**src/rtl/mem_port_arbiter.sv**
```systemverilog
// Arbitrates one single-ported I/D memory between IF fetches and MEM loads/stores.
// Define ARB_FETCH_GUARD_EN to force a fetch grant after STARVE_MAX consecutive fetch losses.
module mem_port_arbiter #(
  parameter int ADDR_W     = 32,
  parameter int DATA_W     = 32,
  parameter int STARVE_MAX = 4
) (
  input  logic                clk,
  input  logic                reset_n,
  input  logic                if_req,
  input  logic [ADDR_W-1:0]   if_addr,
  input  logic                if_flush,
  output logic                if_rvalid,
  output logic [DATA_W-1:0]   if_rdata,
  output logic                if_stall,
  input  logic                dm_req,
  input  logic                dm_we,
  input  logic [ADDR_W-1:0]   dm_addr,
  input  logic [DATA_W-1:0]   dm_wdata,
  input  logic [DATA_W/8-1:0] dm_wstrb,
  output logic                dm_rvalid,
  output logic [DATA_W-1:0]   dm_rdata,
  output logic                dm_stall,
  output logic                mem_req,
  output logic                mem_we,
  output logic [ADDR_W-1:0]   mem_addr,
  output logic [DATA_W-1:0]   mem_wdata,
  output logic [DATA_W/8-1:0] mem_wstrb,
  input  logic                mem_ack,
  input  logic [DATA_W-1:0]   mem_rdata
);

  localparam int STRB_W = DATA_W / 8;

  if (((DATA_W % 8) != 0) || (STARVE_MAX < 1)) begin : g_param_check
    $error("mem_port_arbiter: DATA_W must be a multiple of 8 and STARVE_MAX at least 1");
  end

  typedef enum logic [1:0] {IDLE, BUSY_IF, BUSY_DM} state_e;

  state_e              state_q, state_d;
  logic                mem_req_q, mem_req_d;
  logic                mem_we_q, mem_we_d;
  logic [ADDR_W-1:0]   mem_addr_q, mem_addr_d;
  logic [DATA_W-1:0]   mem_wdata_q, mem_wdata_d;
  logic [STRB_W-1:0]   mem_wstrb_q, mem_wstrb_d;
  logic                drop_q, drop_d;
  logic                if_ok;
  logic                force_if;
  logic                grant_if;
  logic                grant_dm;

`ifdef ARB_FETCH_GUARD_EN
  localparam int CNT_W = $clog2(STARVE_MAX + 1);
  logic [CNT_W-1:0] starve_q, starve_d;
`endif

  // A fetch is only eligible when it is not being cancelled this cycle.
  assign if_ok = if_req & ~if_flush;

  always_ff @(posedge clk or negedge reset_n) begin
    if (!reset_n) begin
      state_q     <= IDLE;
      mem_req_q   <= 1'b0;
      mem_we_q    <= 1'b0;
      mem_addr_q  <= '0;
      mem_wdata_q <= '0;
      mem_wstrb_q <= '0;
      drop_q      <= 1'b0;
`ifdef ARB_FETCH_GUARD_EN
      starve_q    <= '0;
`endif
    end else begin
      state_q     <= state_d;
      mem_req_q   <= mem_req_d;
      mem_we_q    <= mem_we_d;
      mem_addr_q  <= mem_addr_d;
      mem_wdata_q <= mem_wdata_d;
      mem_wstrb_q <= mem_wstrb_d;
      drop_q      <= drop_d;
`ifdef ARB_FETCH_GUARD_EN
      starve_q    <= starve_d;
`endif
    end
  end

  always_comb begin
    state_d     = state_q;
    mem_req_d   = mem_req_q;
    mem_we_d    = mem_we_q;
    mem_addr_d  = mem_addr_q;
    mem_wdata_d = mem_wdata_q;
    mem_wstrb_d = mem_wstrb_q;
    drop_d      = drop_q;
    force_if    = 1'b0;
    grant_if    = 1'b0;
    grant_dm    = 1'b0;
`ifdef ARB_FETCH_GUARD_EN
    starve_d    = starve_q;
    force_if    = if_ok & dm_req & (starve_q == CNT_W'(STARVE_MAX));
`endif
    case (state_q)
      IDLE: begin
        grant_dm = dm_req & ~force_if;
        grant_if = if_ok & ~grant_dm;
        drop_d   = 1'b0;
        if (grant_dm) begin
          state_d     = BUSY_DM;
          mem_req_d   = 1'b1;
          mem_we_d    = dm_we;
          mem_addr_d  = dm_addr;
          mem_wdata_d = dm_wdata;
          mem_wstrb_d = dm_wstrb;
        end else if (grant_if) begin
          state_d     = BUSY_IF;
          mem_req_d   = 1'b1;
          mem_we_d    = 1'b0;
          mem_addr_d  = if_addr;
          mem_wdata_d = '0;
          mem_wstrb_d = '0;
        end
`ifdef ARB_FETCH_GUARD_EN
        if (grant_if) begin
          starve_d = '0;
        end else if (grant_dm && if_ok && (starve_q != CNT_W'(STARVE_MAX))) begin
          starve_d = starve_q + CNT_W'(1);
        end
`endif
      end
      BUSY_IF: begin
        // The memory cannot abort, so a flushed fetch runs to completion and is discarded.
        if (mem_ack) begin
          state_d   = IDLE;
          mem_req_d = 1'b0;
          drop_d    = 1'b0;
        end else if (if_flush) begin
          drop_d = 1'b1;
        end
      end
      BUSY_DM: begin
        if (mem_ack) begin
          state_d   = IDLE;
          mem_req_d = 1'b0;
        end
      end
      default: begin
        state_d   = IDLE;
        mem_req_d = 1'b0;
        drop_d    = 1'b0;
      end
    endcase
  end

  always_comb begin
    if_rvalid = mem_ack & (state_q == BUSY_IF) & ~drop_q & ~if_flush;
    dm_rvalid = mem_ack & (state_q == BUSY_DM);
    if_rdata  = if_rvalid ? mem_rdata : '0;
    dm_rdata  = dm_rvalid ? mem_rdata : '0;
    if_stall  = if_req & ~if_rvalid;
    dm_stall  = dm_req & ~dm_rvalid;
  end

  assign mem_req   = mem_req_q;
  assign mem_we    = mem_we_q;
  assign mem_addr  = mem_addr_q;
  assign mem_wdata = mem_wdata_q;
  assign mem_wstrb = mem_wstrb_q;

endmodule

```
**config.mk**
```make
export PLATFORM = sky130hd
export DESIGN_NAME = mem_port_arbiter
export DESIGN_NICKNAME = d
export VERILOG_FILES = /design/src/rtl/mem_port_arbiter.sv
export SDC_FILE = /design/constraint.sdc
export NUM_CORES = 1
export LEC_CHECK = 0
export BUFFER_PORTS_ARGS = -buffer_cell sky130_fd_sc_hd__buf_4
export CAP_MARGIN = 10
export CORE_MARGIN = 5
export CORE_UTILIZATION = 30
export DETAILED_ROUTE_END_ITERATION = 6
export PLACE_DENSITY = 0.74
export SLEW_MARGIN = 0
export SYNTH_ARGS = -nofsm -noshare
export SYNTH_HDL_FRONTEND = slang
export SYNTH_SLANG_ARGS = --single-unit
```
**constraint.sdc**
```tcl
create_clock -name clk -period 4.9 [get_ports clk]
set_clock_uncertainty 0.1 [all_clocks]
set_input_delay 0.49 -clock clk [delete_from_list [all_inputs] [get_ports clk]]
set_output_delay 0.49 -clock clk [all_outputs]
set_load 0.05 [all_outputs]
```
; ---- Word level (Yosys, flattened, before mapping)
; Cells that the tools add are included.
[classes]
n_eq_ne = 5
mux = 21
n_bitwise = 14
reduce_logical = 6
[op_table]
columns = operator, count
row1 = $mux 32, 6
row2 = $and 1x1->1, 8
row3 = $mux 4, 2
row4 = $mux 1, 7
row5 = $mux 2, 3
row6 = $ne 3x3->1 const B, 2
row7 = $not 1->1, 6
row8 = $reduce_and 2->1, 3
row9 = $pmux 1 s2, 2
row10 = $pmux 2 s2, 1
row11 = $eq 2x1->1 const B, 1
row12 = $eq 2x2->1 const B, 1
row13 = $logic_not 2->1, 1
row14 = $ne 2x1->1 const B, 1
row15 = $reduce_bool 2->1, 1
row16 = $reduce_or 2->1, 1
[word_totals]
regBits = 73

; ---- Depth between registers and ports, before layout
; Gate-level depths: netlist of the first run.
[depth]
ltp_word = 6
ltp_mapped = 6
mapped_depth_nobuf = 5

; ---- Worst setup path before layout of the first run
; No wires, ideal clock.
[synth_path]
path_type = reg2out
start = register state_q[0]
end = output port dm_stall
t_arrival_ns = 1.800
required_time_ns = 4.310
setup_slack_ns = 2.510
stages_incl_launch_ff = 5
n_path_buf = 0
path_cell_list = dfrtp_1 -> inv_1 -> ha_1 -> and2_1 -> nor2b_1
[synth_between]
elab_chain_len = 4
[synth_lines]
columns = element, line_no
row1 = start: declaration, 41  ; state_e state_q, state_d;
row2 = start signal: assignment, 74  ; state_q <= state_d;
row3 = $eq 2x2->1, 156  ; dm_rvalid = mem_ack & (state_q == BUSY_DM);
row4 = $and 1x1->1, 156
row5 = via dm_rvalid, 21  ; output logic dm_rvalid,
row6 = $not 1->1, 160  ; dm_stall = dm_req & ~dm_rvalid;
row7 = $and 1x1->1, 160
row8 = end: declaration, 23  ; output logic dm_stall,
; The timed path passes the listed nets, and every way through them passes these cells.

; ---- Worst setup path after layout of the first run
[layout_path]
start = register state_q[0]
end = output port dm_stall
[layout_between]
elab_chain_len = 4
[layout_lines]
columns = element, line_no
row1 = $eq 2x2->1, 156
row2 = $and 1x1->1, 156
row3 = $not 1->1, 160
row4 = $and 1x1->1, 160
; Every way passes these cells.

==> results of run 1 <==
-- sequential cells by signal (all words and copies together), names as in the netlist --
| name | flops |
|---|---|
| mem_we | 1 |
| mem_wstrb | 4 |
| mem_req | 1 |
| mem_addr | 32 |
| mem_wdata | 32 |
| state_q | 2 |
| drop_q | 1 |
-- metrics by stage --
| step | area [sq um] | hold slack [ns] | util (%) | power (mW) |
|---|---|---|---|---|
| floorplan | 3630 | 0.0944 | - | 2.79 |
| global placement | 5760 | 0.384 | 48.1 | 3.55 |
| detailed placement | 5760 | 0.386 | 48.1 | 3.59 |
| CTS | 6040 | 0.235 | 50.5 | 4.22 |
| global route | 6060 | 0.271 | 50.6 | 4.38 |
| finish | 6060 | 0.194 | 50.6 | 4.18 |
-- placed cells by master, fill, tap and decap left out, types with 3 or more instances in the layout --
cell type,netlist,final
nand2b_1,3,3
nor2b_1,4,4
ha_1,4,4
buf_4,8,278
and2_1,34,34
a22o_1,38,38
and3_1,32,32
dfrtp_1,73,73
clkbuf_16,0,9
clkbuf_8,0,3
mux2_1,6,6
mux2_2,58,58
-- worst max-delay path, stage by stage, from the launching register on --
cell     delay (ns)
dfrtp_1        0.41
inv_1          0.09
ha_1           0.77
and2_1         0.25
nor2b_1        0.05
buf_4          0.18
-- cell type report --
type / count / area, sq um
Timing Repair Buffer: 279 / 2100
Clock inverter: 2 / 12.5
Multi-Input combinational cell: 191 / 1650
Clock buffer: 13 / 270
Inverter: 2 / 7.51
Fill cell: 1099 / 5910
Tap cell: 147 / 184
Sequential cell: 73 / 1830
-- path summary, 6_finish.rpt --
check,cells past startpoint,from,endpoint,slack [ns]
min reg2reg,1,mem_wdata[22],mem_wdata[22],0.40
min in group clk,2,dm_wdata[14],mem_wdata[14],0.29
max in group asynchronous,1,reset_n,state_q[1],3.90
max reg2reg,5,state_q[0],mem_addr[1],2.65
min,1,reset_n,mem_addr[10],0.19
max,5,state_q[0],dm_stall,2.22
-- synth_stat cells --
master     count
o22a_1         1
mux2_2        58
and2_1        34
inv_1          2
buf_6          3
mux2_1         6
nor2b_1        4
a22o_1        38
nor2b_2        1
and3_1        32
buf_4          8
o21ai_2        1
nand2_1        2
nand2b_1       3
clkbuf_1      10
nor3_2         1
o2bb2ai_1      1
o21a_1         1
mux2i_1        1
ha_1           4
o21ai_0        1
dfrtp_1       73
buf_2          3
clkbuf_2       1
a21oi_1        2
-- routing by layer --
layer	vias up	share of wire, %
li1	1569	-
met1	1545	35
met5	-	0
met3	11	9.8
met2	152	54
met4	0	1.5
-- cell families (layout without fill, tap and decap cells) --
kind of cell / Yosys count / after routing
DFF: 73 / 73
AOI/OAI and AO/OA: 45 / 45
adders and majority gates: 4 / 4
buffers and inverters: 27 / 296
and+or+nand+nor: 77 / 77
muxes: 65 / 65
-- where the power goes --
group / internal (mW) / switching [mW] / total (mW) / leakage [nW]
clock: 0.380 / 0.231 / 0.611 / 0.138
combinational: 0.836 / 1.67 / 2.51 / 2.17
sequential: 0.892 / 0.170 / 1.06 / 0.890
==> run metrics, run 1 <==
largest family of logic cells by synthesized area=multiplexers; post-DR wirelength/cell=between 15 and 20 um; grt total ovfl=0; outcome=completed; top cell type by total area after synthesis=dfrtp_1; layout cells sized above 1=~63%; first-pass GRT wire length=17.8 mm; first-pass detailed-route iteration total=4; drc violations=0; gpl congestion=roughly 0.75; initial antenna violation count=0; initial cell density of the core=a little under a third; Critical Path Source Type=register; GRT Resource Usage Total=15.4%; Post-Syn Area=3630 sq um; largest cells by area after synthesis=dfrtp_1, mux2_2, a22o_1; Slew Viols, Final=0; yosys warns=0; dpl hpwl=between 8 and 9 mm; critical path endpoint category=output pin; vias in the first global route=about 3400; final setup fails=0; Max-slew headroom=a little under two fifths; synth unique cells=25; Layout area overhead=66.8%; Final Hold Vio Count=0; Post-Synth Simple-Gate Area=13.3%; register area share after synthesis=around 50%; mux cell area share after synthesis=20.1%; Max-Cap Viols=0; Hold Path Class=in2async; required time worst endpoint=approximately 4.3 ns; Static Leak=between 3 and 4 nW; IO Pins=approximately 280; RSZ-0062 raised after global routing=no; post-cts sizing count=0; n_diodes=0; adder-cell share of the synthesized area=between 1 and 1.5%; worst setup margin=roughly 2.2 ns; Core Area=between 10000 and 15000 sq um; setup_tns=0 ns; clock sink total=73; H-tree depth=3; Total Die Area=between 10000 and 15000 sq um; post-synth top area share=50.3%; Port Buffers=~280; worst slew pin tran=~0.93 ns; fin crit share=between 50% and 60%; Clock Latency Late Sink=0.32 ns; Post-DRT Antenna Nets=0; largest net degree at the start of global routing=74; met1 Use GR=between 10% and 20%; Syn Area/Cell=about 12 sq um; Vias/cell=4.64; Cells after Synth=about 290; peak supply drop=slightly above 0.0004 V; Max FO, Critical Path=35; TritonCTS clock tree=built; Post-Route WL=between 10 and 15 mm; Die Y=120 um; Yosys reg bits=73; chip width=approximately 120 um; compound-cell area share of the yosys netlist=10.5%; vias after detailed routing=about 3300; post-synthesis xor/xnor area fraction=0%; min Tclk post-route=2.68 ns; critical path arrival=around 2.1 ns; Num CTS Buffers=9; Syn Nets=between 400 and 500; Post-CTS Hold Buffers=0; post-placement cell count=a little under 700; PwrDens=slightly below 700 nW/um^2; initial drt markers=between 100 and 150; Row Count=40; pre-CTS WS=approximately 2.2 ns; Worst-path clk slew=0.05 ns; clk buf depth=2; critical path type=reg2out; CTS Root Cell=clkbuf_16; post-CTS setup buffers=0; Finished Layout Cells=slightly above 700; met2 track demand over resource=between 20% and 30%; fin nets=699; busiest layer in global routing=met2; M3 GR Usage=5.66%; fmax=around 0.37 GHz
(Power assumes the default switching activity.)
==> run 2, diff against run 1 <==
--- a/config.mk
+++ b/config.mk
@@ -10,7 +10,7 @@
 export CORE_MARGIN = 5
 export CORE_UTILIZATION = 30
 export DETAILED_ROUTE_END_ITERATION = 6
-export PLACE_DENSITY = 0.74
+export PLACE_DENSITY = 0.77
 export SLEW_MARGIN = 0
 export SYNTH_ARGS = -nofsm -noshare
 export SYNTH_HDL_FRONTEND = slang
==> constraint.sdc (replaced) <==
create_clock -name clk -period 2.4 [get_ports clk]
set_clock_uncertainty 0.1 [all_clocks]
set_input_delay 0.24 -clock clk [delete_from_list [all_inputs] [get_ports clk]]
set_output_delay 0.24 -clock clk [all_outputs]
set_load 0.05 [all_outputs]
==> run metrics, run 2 (synthesis gave the netlist of run 1 again) <==
clock sink total=73 (unchanged); required time worst endpoint=2.06 ns (-2.25 ns); fin crit share=around 95%; Hold Worst Slack=0.0384 ns (-0.156 ns); dpl hpwl=9.68 mm (+7.7%); worst reg2reg path depth=5 (unchanged); Critical path buffers and inverters=3 (+1); Worst R2R Start=state_q[0]; busiest layer in global routing=met2; Port Buffers=276 (unchanged); Vias/cell=4.69 (+1.3%); fin nets=703 (+0.57%); Core Area=12000 sq um (unchanged); layout cells sized above 1=63.1% (-0.094 points); vias in the first global route=3534 (+4.2%); Static Leak=3.22 nW (+0.56%); Max-slew headroom=28.9% (-9.0 points); Clock Latency Late Sink=0.32 ns (about the same); post-DR wirelength/cell=17.1 um (+3.8%); Post-Route WL=12.2 mm (+4.4%); M3 GR Usage=6.27% (+0.61 points); Num CTS Buffers=9 (unchanged); final setup fails=0 (unchanged); GRT Resource Usage Total=16.2% (+0.81 points); crit-path cells=inv_1 > ha_1 > buf_4 > and3_1 > buf_4; met1 Use GR=17.1% (+0.53 points); drc violations=0 (unchanged); most frequent cells in the layout=buf_4, dfrtp_1, mux2_2, a22o_1, and2_1; peak supply drop=0.000789 V (+96%); first-pass GRT wire length=18.5 mm (+4.1%); Post-CTS Hold Buffers=1 (+1); initial antenna violation count=0 (unchanged); Final Hold Vio Count=0 (unchanged); initial drt markers=74 (-36%); Max stage delay cell, worst path=ha_1; n_diodes=0 (unchanged); clk buf depth=2 (unchanged); leading cell type in the layout, fill and taps excluded=buf_4; CTS Root Cell=clkbuf_16; met2 track demand over resource=29.8% (+1.7 points); Hold Path Class=in2reg; critical path endpoint category=output pin; grt total ovfl=0 (unchanged); TritonCTS clock tree=built; total stage count of the critical path=5 (unchanged); outcome=completed; Layout area overhead=67.3%; gpl congestion=0.790 (+5.7%); largest net degree at the start of global routing=74 (unchanged); first-pass detailed-route iteration total=4 (unchanged); IO Pins=277 (unchanged); critical path type=reg2out; Max-Cap Viols=0 (unchanged); H-tree depth=3 (unchanged); post-CTS setup buffers=0 (unchanged); Die Y=120 um (unchanged); Critical Path Source Type=register; Total Die Area=14400 sq um (unchanged); Slew Viols, Final=0 (unchanged); Max FO, Critical Path=20 (-43%); Post-DRT Antenna Nets=0 (unchanged); chip width=120 um (unchanged); initial cell density of the core=30.4% (unchanged); CP top delay family=buffers and inverters; worst slew pin tran=1.06 ns (+0.131 ns); post-cts sizing count=0 (unchanged); critical path arrival=1.93 ns (-0.16 ns); Row Count=40 (unchanged); Seq. cell area=1830 sq um (unchanged); vias after detailed routing=3338 (+1.9%); fmax=around 0.44 GHz; min Tclk post-route=between 2 and 2.5 ns; min-delay src=dm_wdata[5]; most frequent CP cell=buf_4; CP Launch Point=state_q[0]; multi-input logic area=1650 sq um (unchanged); setup_tns=0 ns (unchanged); fillers=1074 (-2.3%); slowest cell delay on critical path=0.43 ns (-0.34 ns); RSZ-0062 raised after global routing=no; Hold Crit Depth=2; PwrDens=1410 nW/um^2 (+100%); Worst-path clk slew=0.05 ns (about the same)
[run 2: changes by cell type in the layout (fill, tap and decap cells not counted)]
cell / change
clkbuf_1: +1
dlygate4sd3_1: +1
clkinv_2: +2
buf_4: +4
bufinv_16: +1
buf_8: -1
clkbuf_8: -3
clkinvlp_4: -1
[run 2: metrics by stage]
step                instances  total power, mW  cell area, sq um  utilization (%)  setup WS, ns
floorplan                 291             5.70              3630                -         0.260
global placement          695             7.27              5790             48.4         0.316
detailed placement        695             7.36              5790             48.4         0.278
CTS                       711             8.65              6080             50.8         0.116
global route              711             8.97              6080             50.8       0.00675
finish                    711             8.57              6080             50.8         0.130
[run 2: final timing paths]
check	endpoint	slack [ns]
max	dm_rdata[16]	0.13
min	mem_wdata[5]	0.04
max reg2reg	mem_wdata[4]	0.46
min reg2reg	mem_wdata[31]	0.40
max in group asynchronous	mem_wdata[13]	1.11
min in group asynchronous	mem_addr[0]	0.51
[run 2: routing by layer]
layer / wire, um / vias to the layer above
met5: 0 / -
met4: 195 / 0
met3: 1240 / 15
li1: - / 1579
met1: 4340 / 1571
met2: 6410 / 173
[run 2: area by class of cell]
class | count | area share (%)
clock buffer | 11 | 3.83
clock inverter | 4 | 0.741
inverter | 2 | 0.124
multi-input combinational | 191 | 27.2
sequential | 73 | 30.1
tap | 147 | 3.03
timing repair buffer | 283 | 35.0
[run 2: worst register-to-register path: stages (launching register included)]
cell	delay, ns
dfrtp_1	0.40
inv_1	0.08
ha_1	0.28
o21ai_4	0.41
buf_4	0.43
a22o_1	0.18
[run 2: report_power, final]
group | total (mW) | switching [mW] | internal, mW
logic | 5.15 | 3.43 | 1.72
registers | 2.16 | 0.340 | 1.82
clock network | 1.26 | 0.462 | 0.793
==> run 3, diff against run 2 <==
--- a/config.mk
+++ b/config.mk
@@ -8,10 +8,9 @@
 export BUFFER_PORTS_ARGS = -buffer_cell sky130_fd_sc_hd__buf_4
 export CAP_MARGIN = 10
 export CORE_MARGIN = 5
-export CORE_UTILIZATION = 30
+export CORE_UTILIZATION = 36
 export DETAILED_ROUTE_END_ITERATION = 6
-export PLACE_DENSITY = 0.77
-export SLEW_MARGIN = 0
+export PLACE_DENSITY = 0.87
 export SYNTH_ARGS = -nofsm -noshare
 export SYNTH_HDL_FRONTEND = slang
 export SYNTH_SLANG_ARGS = --single-unit
==> run metrics, run 3 (synthesis gave the netlist of run 1 again) <==
Finished Layout Cells=697 (-2.0%); outcome=completed; post-placement cell count=680 (-2.2%); clock sink total=73 (unchanged); vias in the first global route=3565 (+0.88%); CTS Root Cell=clkbuf_8; PwrDens=1400 nW/um^2 (-0.81%); peak supply drop=0.00117 V (+49%); initial drt markers=227 (+210%); Power Total=8.42 mW (-1.7%); chip width=110 um (-8.0%); most frequent cells in the layout=buf_4, dfrtp_1, mux2_2, a22o_1, and2_1; met1 Use GR=20.8% (+3.6 points); placed cell area=5780 sq um (-0.22%); RSZ-0062 raised after global routing=no; IO Pins=277 (unchanged); Hold Path Class=in2reg; layout cells sized above 1=63.1% (unchanged); crit path capture=if_rdata[23]; leading cell type in the layout, fill and taps excluded=buf_4; Critical Path Source Type=register; Design Area, Final=6020 sq um (-0.86%); Post-Route WL=12.0 mm (-1.4%); critical path endpoint category=output pin; Max FO, Critical Path=34 (+70%); reg-to-reg slack, setup=0.52 ns (+0.06 ns); Port Buffers=276 (unchanged); worst setup margin=0.144 ns (+0.0142 ns); total stage count of the critical path=7 (+2); n_diodes=0 (unchanged); worst reg2reg path depth=5 (unchanged); RR Endpoint=mem_wdata[25]; most frequent CP cell=buf_4; fin nets=703 (unchanged); Die Y=110 um (-8.0%); critical path arrival=1.92 ns (about the same); fillers=782 (-27%); final setup fails=0 (unchanged); setup_tns=0 ns (unchanged); dpl hpwl=9.33 mm (-3.7%); required time worst endpoint=2.06 ns (about the same); grt total ovfl=0 (unchanged); pre-CTS WS=0.0412 ns (-0.237 ns); post-DR wirelength/cell=17.2 um (+0.61%); fin crit share=94.0% (-0.59 points); first-pass detailed-route iteration total=4 (unchanged); H-tree depth=3 (unchanged); fmax=0.443 GHz (+0.63%); Total Die Area=12200 sq um (-15%); min Tclk post-route=2.26 ns (-0.0142 ns); Max stage delay cell, worst path=dfrtp_1; Num CTS Buffers=9 (unchanged); Worst-path clk slew=0.08 ns (+0.03 ns); slowest cell delay on critical path=0.41 ns (-0.02 ns); Layout area overhead=65.9%; Clock Latency Late Sink=0.33 ns (about the same); gpl congestion=0.885 (+12%); drc violations=0 (unchanged); Critical path buffers and inverters=3 (unchanged); crit-path cells=inv_1 > ha_1 > nand2_1 > nor3_2 > buf_4 > and2_1 > buf_4; Core Area=9820 sq um (-18%); Row Count=36 (-10%); Static Leak=3.20 nW (-0.64%); Post-DRT Antenna Nets=0 (unchanged); largest net degree at the start of global routing=74 (unchanged); Max-Cap Viols=0 (unchanged); M3 GR Usage=5.74% (-0.52 points); worst slew pin tran=0.924 ns (-0.138 ns); initial antenna violation count=0 (unchanged); met2 track demand over resource=34.3% (+4.6 points); Seq. cell area=1830 sq um (unchanged); Max-slew headroom=38.4% (+9.5 points); post-CTS setup buffers=0 (unchanged); TritonCTS clock tree=built; vias after detailed routing=3345 (+0.21%); Slew Viols, Final=0 (unchanged); CP top delay family=buffers and inverters; final core occ=61.3% (+11 points); Post-CTS Hold Buffers=1 (unchanged); GRT Resource Usage Total=18.8% (+2.6 points); first-pass GRT wire length=18.9 mm (+2.2%); multi-input logic area=1650 sq um (unchanged); CP Launch Point=state_q[1]; initial cell density of the core=37.0% (+6.6 points); busiest layer in global routing=met2; clk buf depth=2 (unchanged); Final Hold Vio Count=0 (unchanged); Worst R2R Start=state_q[1]; Hold Worst Slack=0.0263 ns (-0.0121 ns); Vias/cell=4.80 (+2.2%); critical path type=reg2out; post-cts sizing count=0 (unchanged)
==> run 3: changes by cell type in the layout (fill, tap and decap cells not counted), sizes merged <==
cell / change
clkbuf: +1
bufinv: +1
clkinv: -2
==> run 3: report_power, final <==
group	internal [mW]	switching [mW]
combinational	1.76	3.44
sequential	1.82	0.360
clock	0.608	0.436
==> run 3: layout make-up <==
cell class                      count  share of cell area (%)
Clock buffer                       12                    2.41
Clock inverter                      3                    1.08
Inverter                            2                   0.125
Multi-Input combinational cell    191                    27.4
Sequential cell                    73                    30.3
Tap cell                          133                    2.76
Timing Repair Buffer              283                    35.9
==> run 3: worst register-to-register path, stage by stage (launching register included) <==
cell	delay, ns
dfrtp_1	0.41
inv_1	0.14
ha_1	0.30
and2_1	0.46
buf_16	0.23
a22o_1	0.18
==> run 3: worst min path at each step <==
stage,startpoint,to,slack (ns),cells after the start
2_1_floorplan,reset_n,drop_q,-0.16,0
3_3_place_gp,reset_n,mem_addr[9],0.31,1
3_5_place_dp,reset_n,mem_addr[9],0.33,1
4_1_cts,dm_wdata[11],mem_wdata[11],0.008,2
5_1_grt,dm_wdata[28],mem_wdata[28],0.003,2
6_report,dm_wdata[1],mem_wdata[1],0.03,2
==> run 3: metal layers <==
layer	vias up	part of all wire (%)
met3	19	8.1
met2	160	54
met1	1588	37
met5	-	0
li1	1578	-
met4	0	1.7
